`src/rtl/accumulator_drain.sv`:
```
// Drains the accumulator back-buffer bank in entry order, requantizing each
// signed partial sum and streaming it out one element per valid/ready beat.
module accumulator_drain #(
  parameter int BUFFER_WIDTH           = 8,
  parameter int SMALLEST_ELEMENT_WIDTH = 4,
  localparam int IDX_W                 = $clog2(BUFFER_WIDTH),
  localparam int ACC_W                 = SMALLEST_ELEMENT_WIDTH * 4
) (
  input  logic             clk,
  input  logic             reset,
  input  logic             start,
  input  logic [1:0]       bitwidth,
  input  logic [3:0]       shift,
  input  logic             relu_en,
  output logic [IDX_W-1:0] back_buffer_bank_entry,
  input  logic [ACC_W-1:0] back_buffer_data_read,
  output logic [7:0]       out_data,
  output logic [IDX_W-1:0] out_index,
  output logic             out_valid,
  input  logic             out_ready,
  output logic             out_last,
  output logic             busy,
  output logic             done
);

  typedef enum logic [1:0] {IDLE = 2'd0, DRAIN = 2'd1, FLUSH = 2'd2} state_e;

  localparam logic [IDX_W-1:0] LAST_IDX = IDX_W'(BUFFER_WIDTH - 1);
  localparam logic [IDX_W-1:0] PTR_ONE  = {{(IDX_W-1){1'b0}}, 1'b1};
  localparam logic signed [ACC_W:0] HI_2 = (ACC_W+1)'(32'sd1);
  localparam logic signed [ACC_W:0] LO_2 = (ACC_W+1)'(-32'sd2);
  localparam logic signed [ACC_W:0] HI_4 = (ACC_W+1)'(32'sd7);
  localparam logic signed [ACC_W:0] LO_4 = (ACC_W+1)'(-32'sd8);
  localparam logic signed [ACC_W:0] HI_8 = (ACC_W+1)'(32'sd127);
  localparam logic signed [ACC_W:0] LO_8 = (ACC_W+1)'(-32'sd128);

  // One extra bit of headroom keeps the rounding add of the most positive value from wrapping.
  function automatic logic [7:0] requant(input logic [ACC_W-1:0] x, input logic [1:0] bw,
                                         input logic [3:0] sh, input logic relu);
    logic signed [ACC_W:0] y;
    logic signed [ACC_W:0] rnd;
    logic signed [ACC_W:0] hi;
    logic signed [ACC_W:0] lo;
    y   = $signed({x[ACC_W-1], x});
    rnd = (sh == 4'd0) ? '0 : $signed({{ACC_W{1'b0}}, 1'b1} << (sh - 4'd1));
    y   = (y + rnd) >>> sh;
    y   = (relu && y[ACC_W]) ? '0 : y;
    case (bw)
      2'd1:    begin hi = HI_4; lo = LO_4; end
      2'd2:    begin hi = HI_8; lo = LO_8; end
      default: begin hi = HI_2; lo = LO_2; end
    endcase
    y = (y > hi) ? hi : ((y < lo) ? lo : y);
    return y[7:0];
  endfunction

  state_e           state_q, state_d;
  logic [IDX_W-1:0] ptr_q, ptr_d;
  logic [IDX_W-1:0] idx_q, idx_d;
  logic [1:0]       bw_q, bw_d;
  logic [3:0]       sh_q, sh_d;
  logic             relu_q, relu_d;
  logic [7:0]       data_q, data_d;
  logic             valid_q, valid_d;
  logic             last_q, last_d;
  logic             busy_q, busy_d;
  logic             done_q, done_d;

  // Sequencer next state plus output-register loading.
  always_comb begin
    state_d = state_q;
    ptr_d   = ptr_q;
    idx_d   = idx_q;
    bw_d    = bw_q;
    sh_d    = sh_q;
    relu_d  = relu_q;
    data_d  = data_q;
    valid_d = valid_q;
    last_d  = last_q;
    busy_d  = busy_q;
    done_d  = 1'b0;
    case (state_q)
      IDLE: begin
        // A start coinciding with the done pulse is dropped.
        if (start && !done_q) begin
          bw_d    = bitwidth;
          sh_d    = shift;
          relu_d  = relu_en;
          ptr_d   = '0;
          busy_d  = 1'b1;
          state_d = DRAIN;
        end else begin
          state_d = IDLE;
        end
      end
      DRAIN: begin
        if (!valid_q || out_ready) begin
          data_d  = requant(back_buffer_data_read, bw_q, sh_q, relu_q);
          idx_d   = ptr_q;
          last_d  = (ptr_q == LAST_IDX);
          valid_d = 1'b1;
          if (ptr_q == LAST_IDX) begin
            state_d = FLUSH;
          end else begin
            ptr_d = ptr_q + PTR_ONE;
          end
        end else begin
          state_d = DRAIN;
        end
      end
      FLUSH: begin
        if (valid_q && out_ready) begin
          valid_d = 1'b0;
          last_d  = 1'b0;
          busy_d  = 1'b0;
          done_d  = 1'b1;
          state_d = IDLE;
        end else begin
          state_d = FLUSH;
        end
      end
      default: state_d = IDLE;
    endcase
  end

  // State and output registers; reset aborts any drain in progress.
  always_ff @(posedge clk or posedge reset) begin
    if (reset) begin
      state_q <= IDLE;
      ptr_q   <= '0;
      idx_q   <= '0;
      bw_q    <= 2'd0;
      sh_q    <= 4'd0;
      relu_q  <= 1'b0;
      data_q  <= 8'd0;
      valid_q <= 1'b0;
      last_q  <= 1'b0;
      busy_q  <= 1'b0;
      done_q  <= 1'b0;
    end else begin
      state_q <= state_d;
      ptr_q   <= ptr_d;
      idx_q   <= idx_d;
      bw_q    <= bw_d;
      sh_q    <= sh_d;
      relu_q  <= relu_d;
      data_q  <= data_d;
      valid_q <= valid_d;
      last_q  <= last_d;
      busy_q  <= busy_d;
      done_q  <= done_d;
    end
  end

  assign back_buffer_bank_entry = ptr_q;
  assign out_data  = data_q;
  assign out_index = idx_q;
  assign out_valid = valid_q;
  assign out_last  = last_q;
  assign busy      = busy_q;
  assign done      = done_q;

endmodule

```
`config.mk`:
```
export PLATFORM = sky130hd
export DESIGN_NAME = accumulator_drain
export DESIGN_NICKNAME = d
export VERILOG_FILES = /design/src/rtl/accumulator_drain.sv
export SDC_FILE = /design/constraint.sdc
export NUM_CORES = 1
export LEC_CHECK = 0
export CAP_MARGIN = 10
export CORE_MARGIN = 2
export CORE_UTILIZATION = 30
export CTS_BUF_LIST = sky130_fd_sc_hd__clkbuf_16
export DETAILED_ROUTE_END_ITERATION = 12
export GPL_ROUTABILITY_DRIVEN = 0
export PLACE_DENSITY = 0.53
export SYNTH_ARGS = -nofsm -noshare
export SYNTH_HDL_FRONTEND = slang
export SYNTH_SLANG_ARGS = --single-unit
```
`constraint.sdc`:
```
create_clock -name clk -period 4.8 [get_ports clk]
set_clock_uncertainty 0.1 [all_clocks]
set_input_delay 0.72 -clock clk [delete_from_list [all_inputs] [get_ports clk]]
set_output_delay 0.72 -clock clk [all_outputs]
set_load 0.1 [all_outputs]
```
-- After elaboration in Yosys (flattened, before gate mapping)
Index checks and enable logic that the tools add are counted.
- flip-flop bits (word level): 27
- input port bits: 27
- output and inout bits: 18
- add/subtract/negate cells: 3
- magnitude comparators: 2
- equality and inequality tests: 10
- shift-type cells: 2
- multiplexer cells: 28
- reduce and logical (&&, ||, !) cells: 16
- operators by type and width (operator ; number):
    2-to-1 mux 17 bit ; 6
    case mux 7 bit (2 select lines) ; 2
    adder 16 x 17 -> 17 bit ; 1
    greater-than comparator 17 bit ; 1
    less-than comparator 17 bit ; 1
    << shifter 1 x 4 -> 17 bit, first input constant ; 1
    >>> shifter 17 x 4 -> 17 bit ; 1
    2-to-1 mux 8 bit ; 2
    2-to-1 mux 3 bit ; 3
    inequality test 2 bit, second input constant ; 4
    2-to-1 mux 1 bit ; 7
    2-to-1 mux 2 bit ; 3
    case mux 1 bit (2 select lines) ; 3
    case mux 2 bit (3 select lines) ; 1
    case mux 3 bit (2 select lines) ; 1
    AND reduction 3 bit ; 2
    nonzero test 2 bit ; 3
    equality test 2 x 1 -> 1 bit, second input constant ; 2
    equality test 2 bit, second input constant ; 2
    zero test 4 bit ; 1
    AND reduction 2 bit ; 2
    AND reduction 4 bit ; 1
    subtractor 4 x 1 -> 4 bit, second input constant ; 1
    adder 3 x 1 -> 3 bit, second input constant ; 1
    other kinds (6) ; 9

-- Logic depth before layout (Yosys ltp)
- word-level depth: 10
- mapped depth: 28
- depth with buffers taken out: 27

-- Least setup slack after synthesis
No wires, ideal clock.
- path type: reg-to-reg
- start point: register sh_q[0]
- end point: register data_q[3] (netlist: out_data[3])
- setup time: 0.099 ns
- data arrival time: 5.153 ns
- setup slack: -0.552 ns
- cell stages (with the launch flop): 26
- cells stage by stage: dfrtp_1 > clkbuf_1 > nand2_1 > nor2_1 > ha_1 > inv_1 > fa_1 > nand2b_1 > a21o_1 > a31o_2 > o21ai_0 > xor2_1 > and2_1 > o31ai_1 > mux2_2 > a21oi_1 > a21boi_0 > inv_1 > ha_1 > nor3_1 > nand2_1 > o311a_1 > a2111oi_4 > o21a_4 > o211ai_4 > o311ai_4
- word-level cells in the longest chain between the ends: 10
- elaborated cells on any way between the ends: 12
- those cells by class: 2 x add/sub; 2 x order compare; 2 x shift; 4 x mux; 2 x reduce/logical
- ends and longest elaborated chain (what ; line ; source):
    start: declaration ; 61 ; logic [3:0] sh_q, sh_d;
    start signal: assignment ; 133 ; sh_q <= 4'd0;
    start signal: assignment ; 145 ; sh_q <= sh_d;
    subtractor 4 x 1 -> 4 bit ; 45 ; rnd = (sh == 4'd0) ? '0 : $signed({{ACC_W{1'b0}}, 1'b1} << (sh - 4'd1));
    << shifter 1 x 4 -> 17 bit ; 45 ;
    2-to-1 mux 17 bit ; 45 ;
    adder 16 x 17 -> 17 bit ; 46 ; y = (y + rnd) >>> sh;
    >>> shifter 17 x 4 -> 17 bit * ; 46 ;
    logical AND 1 bit ; 47 ; y = (relu && y[ACC_W]) ? '0 : y;
    2-to-1 mux 17 bit * ; 47 ;
    less-than comparator 17 bit ; 53 ; y = (y > hi) ? hi : ((y < lo) ? lo : y);
    2-to-1 mux 8 bit ; 53 ;
    2-to-1 mux 8 bit * ; 53 ;
    end signal: assignment ; 147 ; data_q <= data_d;
    end: declaration ; 63 ; logic [7:0] data_q, data_d;
Every way passes the cells marked *; elsewhere a longest branch is shown, timed or not.
A chain may end at the register's enable or synchronous reset.

-- Worst setup path in the final report
- start point: register sh_q[3]
- end point: register data_q[2] (netlist: out_data[2])
Same word-level chain as after synthesis.

==> results <==
- The die covers 12,800 sq um.
- The count of hold-fix buffers inserted at cts is 0.
- Of all nets on the critical path, the largest fanout is 4.
- The post-synthesis async set-or-reset flop share is between 90% and 100%.
- The floorplan has 39 rows.
- After detailed routing, the average wire length per cell comes to ~16 microns.
- On the worst path, the slowest cell contributes a delay of 0.44 ns.
- The CTS root buffer is sky130_fd_sc_hd__clkbuf_16.
- The number of nets in the layout is between 600 and 700.
- The number of pins with negative max-slew slack in the final report came to 0.
- The largest total area in the synthesized netlist belongs to sky130_fd_sc_hd__dfrtp_1.
- The total of warnings raised by yosys is 0.
- The setup violation total in the final timing report is 7.
- After synthesis the netlist holds a flip-flop and latch count of 27.
- The static leakage is 2.60 nW.
- The remaining global-route overflow is 0.
- Global routing used around a fifth of the available tracks.
- Subtracting the final worst setup slack from the clock period gives 5.22 ns.
- At the pin with the least slew margin, the transition time is slightly above 1 ns.
- For this design the top-level I/O count stands at 45.
- The critical path arrival is 5.27 ns.
- The synthesized area divided by synthesized cell count is 7.82 sq um.
- The clock network latency to the later pin of the worst-skew pair is approximately 0.26 ns.
- After clock tree synthesis, the clock-pin slew on the worst setup and hold paths is roughly 0.07 ns.
- The number of nets handed over by synthesis was approximately 520.
- The number of endpoints with negative hold slack in the final report is 0.
- The startpoint type of the worst setup path is a flip-flop.
- The overall via count from detail_route is about 4,000.
- The number of buffers on the longest clock path is 2.
- The top cell type by area accounts for approximately a fifth of the synthesized area.
- The first TritonRoute pass finished after 9 iterations.
- In the routed design, unresolved DRC markers number 1.
- The library cell appearing most often on the critical path is sky130_fd_sc_hd__buf_4.
- By area the synthesized netlist is led by sky130_fd_sc_hd__dfrtp_1 (19%), sky130_fd_sc_hd__ha_1 (11%), sky130_fd_sc_hd__nand2_1 (6.9%).
- The synthesized instance count is between 400 and 500.
- During placement, the flow inserted port buffers numbering 44.
- The pin count of the biggest net entering global routing is 28.
- Dividing total power by cell area gives a power density of just over 800 nW/um^2.
- Of the synthesized area, sequential elements account for roughly a fifth.
- The completed layout was analyzed and its total power is ~0.0049 W.
- Counting distinct cell types in the post-synthesis netlist gives 75.
- The most used flip-flop cell after synthesis is sky130_fd_sc_hd__dfrtp_1.
- The kind of capture point of the worst setup path is a flip-flop.
- The number of antenna violations at the first check in global routing is 0.
- The post-synthesis instance area is between 3000 and 4000 sq um.
- Clock tree synthesis found a total of 27 sinks.
- After detailed routing, the number of vias per cell comes to 5.29.
- TritonCTS created 3 clock buffers.
- The peak supply drop is roughly 0.38 mV.
- For this configuration, the core starts out at a cell density of a little under a third.
- The HPWL reported at the end of detailed placement is around 9 mm.
- Before CTS, the worst setup slack after placement is -0.985 ns.
- Setup repair after global routing could not meet its margin everywhere.
- The number of flops mapped to enable cells by yosys is 0.
- TritonCTS built the clock tree.
- The flow ran to the end, but the final reports show violations.
- Of the cells placed in the final design, the portion with a size suffix greater than 1 is 43.1%.
- The worst path required time is slightly below 5 ns.
- The number of nets with antenna violations after routing is 0.
- The first global-routing pass estimated roughly 20 mm of wire.
- The region available for standard cell placement spans between 10,000 and 15,000 sq um.
- Relative to the synthesized area, the layout overhead comes to 64.3%.
- After detailed routing, the total wire length is between 10 and 15 mm.
- Max-cap violations in this run came to 0.
- The tightest slew margin relative to the limit is a little under a third.
- The maximum clock frequency is 192 MHz.
- The via count of the first global-routing pass is around 4,100.
- The die is between 100 and 150 microns tall.
- The master of the slowest instance on the critical path is sky130_fd_sc_hd__dfrtp_2.
- The category of the most critical setup path is reg2reg.
- The die is about 110 microns wide.
- The final reports fail on design-rule violations, negative setup slack.
- The final worst-path setup slack is -0.415 ns.
- In this run the worst hold path is classified as reg2reg.
- The final antenna diode count is 0.
- The maximum level of the CTS H-tree is 1.
- The initial DRC count is between 200 and 250.
- After layout, the worst path uses 109% of the clock period.
==> metrics by stage <==
| stage | TNS [ns] | instances | utilization (%) | hold slack, ns | instance area (sq um) |
|---|---|---|---|---|---|
| 6_report | -2.63 | 763 | 51.0 | 0.388 | 5870 |
| 5_1_grt | -4.16 | 763 | 51.0 | 0.418 | 5870 |
| 4_1_cts | -3.14 | 751 | 47.9 | 0.386 | 5520 |
| 3_5_place_dp | -6.40 | 731 | 43.7 | 0.370 | 5040 |
| 3_3_place_gp | -5.50 | 731 | 43.7 | 0.365 | 5040 |
| 2_1_floorplan | -0.899 | 457 | - | 0.376 | 3700 |
==> area by class of cell <==
cell class	count	area, sq um
clock buffer	3	75.1
timing repair buffer	182	1520
sequential	27	678
multi-input combinational	385	3330
inverter	22	87.6
clock inverter	1	7.51
tap	143	179
fill	1083	5650
==> registers in the layout, indices dropped and copies added (netlist names) <==
name / cells
back_buffer_bank_entry: 3
busy: 1
bw_q: 2
done: 1
out_data: 8
out_index: 3
out_last: 1
out_valid: 1
relu_q: 1
sh_q: 4
state_q: 2
==> worst max-delay path: cells and delay by family (launching register included) <==
| family | cells | cell delay [ns] |
|---|---|---|
| muxes | 1 | 0.32 |
| AOI/OAI and AO/OA | 13 | 2.01 |
| buffers and inverters | 8 | 0.99 |
| xor gates and xnor gates | 1 | 0.22 |
| and+or+nand+nor | 4 | 0.54 |
| adders and majority gates | 2 | 0.47 |
| DFF | 1 | 0.44 |
==> what timing repair did <==
item | 4_1_cts | 5_1_grt
gates resized for setup | 57 | 59
endpoints found under the setup margin | 7 | 7
cloned | 0 | 0
pin swaps | 47 | 49
setup buffers | 16 | 12
==> cells in the mapped netlist (all sizes together) (6+ instances only) <==
cell type and number:
a21oi 33, nand4 6, a211oi 13, mux2i 10, nor2 47, a21o 14, ha 30, nand2 66
o21ai 33, clkbuf 19, xnor2 10, a31oi 6, nand3 9, dfrtp 27, and2 9, inv 21
o211ai 10
==> cells in the final DEF, fill, tap and decap left out, types with 6 or more instances in the layout <==
master                            instances
sky130_fd_sc_hd__clkdlybuf4s50_1         35
sky130_fd_sc_hd__a21o_1                  12
sky130_fd_sc_hd__a211oi_2                 7
sky130_fd_sc_hd__inv_1                   13
sky130_fd_sc_hd__a211oi_1                 6
sky130_fd_sc_hd__ha_4                    14
sky130_fd_sc_hd__mux2i_1                 10
sky130_fd_sc_hd__and2_1                   8
sky130_fd_sc_hd__nand3_1                  8
sky130_fd_sc_hd__ha_1                    15
sky130_fd_sc_hd__buf_4                  132
sky130_fd_sc_hd__dfrtp_1                 25
sky130_fd_sc_hd__a31oi_1                  6
sky130_fd_sc_hd__nor2_2                  10
sky130_fd_sc_hd__nand4_1                  6
sky130_fd_sc_hd__o21ai_0                 21
sky130_fd_sc_hd__a21oi_1                 22
sky130_fd_sc_hd__xnor2_1                  7
sky130_fd_sc_hd__a21oi_2                  8
sky130_fd_sc_hd__nor2_1                  32
sky130_fd_sc_hd__inv_2                    7
sky130_fd_sc_hd__nand2_1                 56
==> logic make-up after synthesis <==
family / after synthesis / share of synthesized area [%]
AND/OR/NAND/NOR: 168 / 21.5
adder cells (fa/ha/maj): 31 / 11.1
other: 1 / 0.105
AO/OA/AOI/OAI: 152 / 32.4
multiplexers: 18 / 7.01
flip-flops: 27 / 18.9
buffers and inverters: 45 / 5.08
XOR/XNOR: 15 / 3.89
==> metal layers <==
metal	up-vias	global-route usage (%)	part of all wire (%)
met5	-	0	0
met4	0	3.58	1.5
met3	17	1.71	3.1
met2	81	32.3	49
met1	1928	25.5	46
li1	2011	-	-
==> final timing paths <==
| path | cells after the start | endpoint | from | slack, ns |
|---|---|---|---|---|
| setup / recovery | 29 | out_data[2]$_DFFE_PP0P_ | sh_q[3]$_DFFE_PP0P_ | -0.42 |
| max in group asynchronous | 2 | sh_q[0]$_DFFE_PP0P_ | reset | 3.00 |
| hold / removal | 2 | out_index[0]$_DFFE_PP0P_ | out_index[0]$_DFFE_PP0P_ | 0.39 |
| setup reg to reg | 29 | out_data[2]$_DFFE_PP0P_ | sh_q[3]$_DFFE_PP0P_ | -0.42 |
| hold reg to reg | 2 | out_index[0]$_DFFE_PP0P_ | out_index[0]$_DFFE_PP0P_ | 0.39 |
| min in group asynchronous | 2 | back_buffer_bank_entry[1]$_DFFE_PP0P_ | reset | 0.91 |
==> power by group <==
group / switching [W] / internal [W]
sequential: 0.0000846 / 0.000326
clock: 0.0000810 / 0.000113
combinational: 0.00234 / 0.00194
Note: power is estimated with default switching activity, not from simulation.
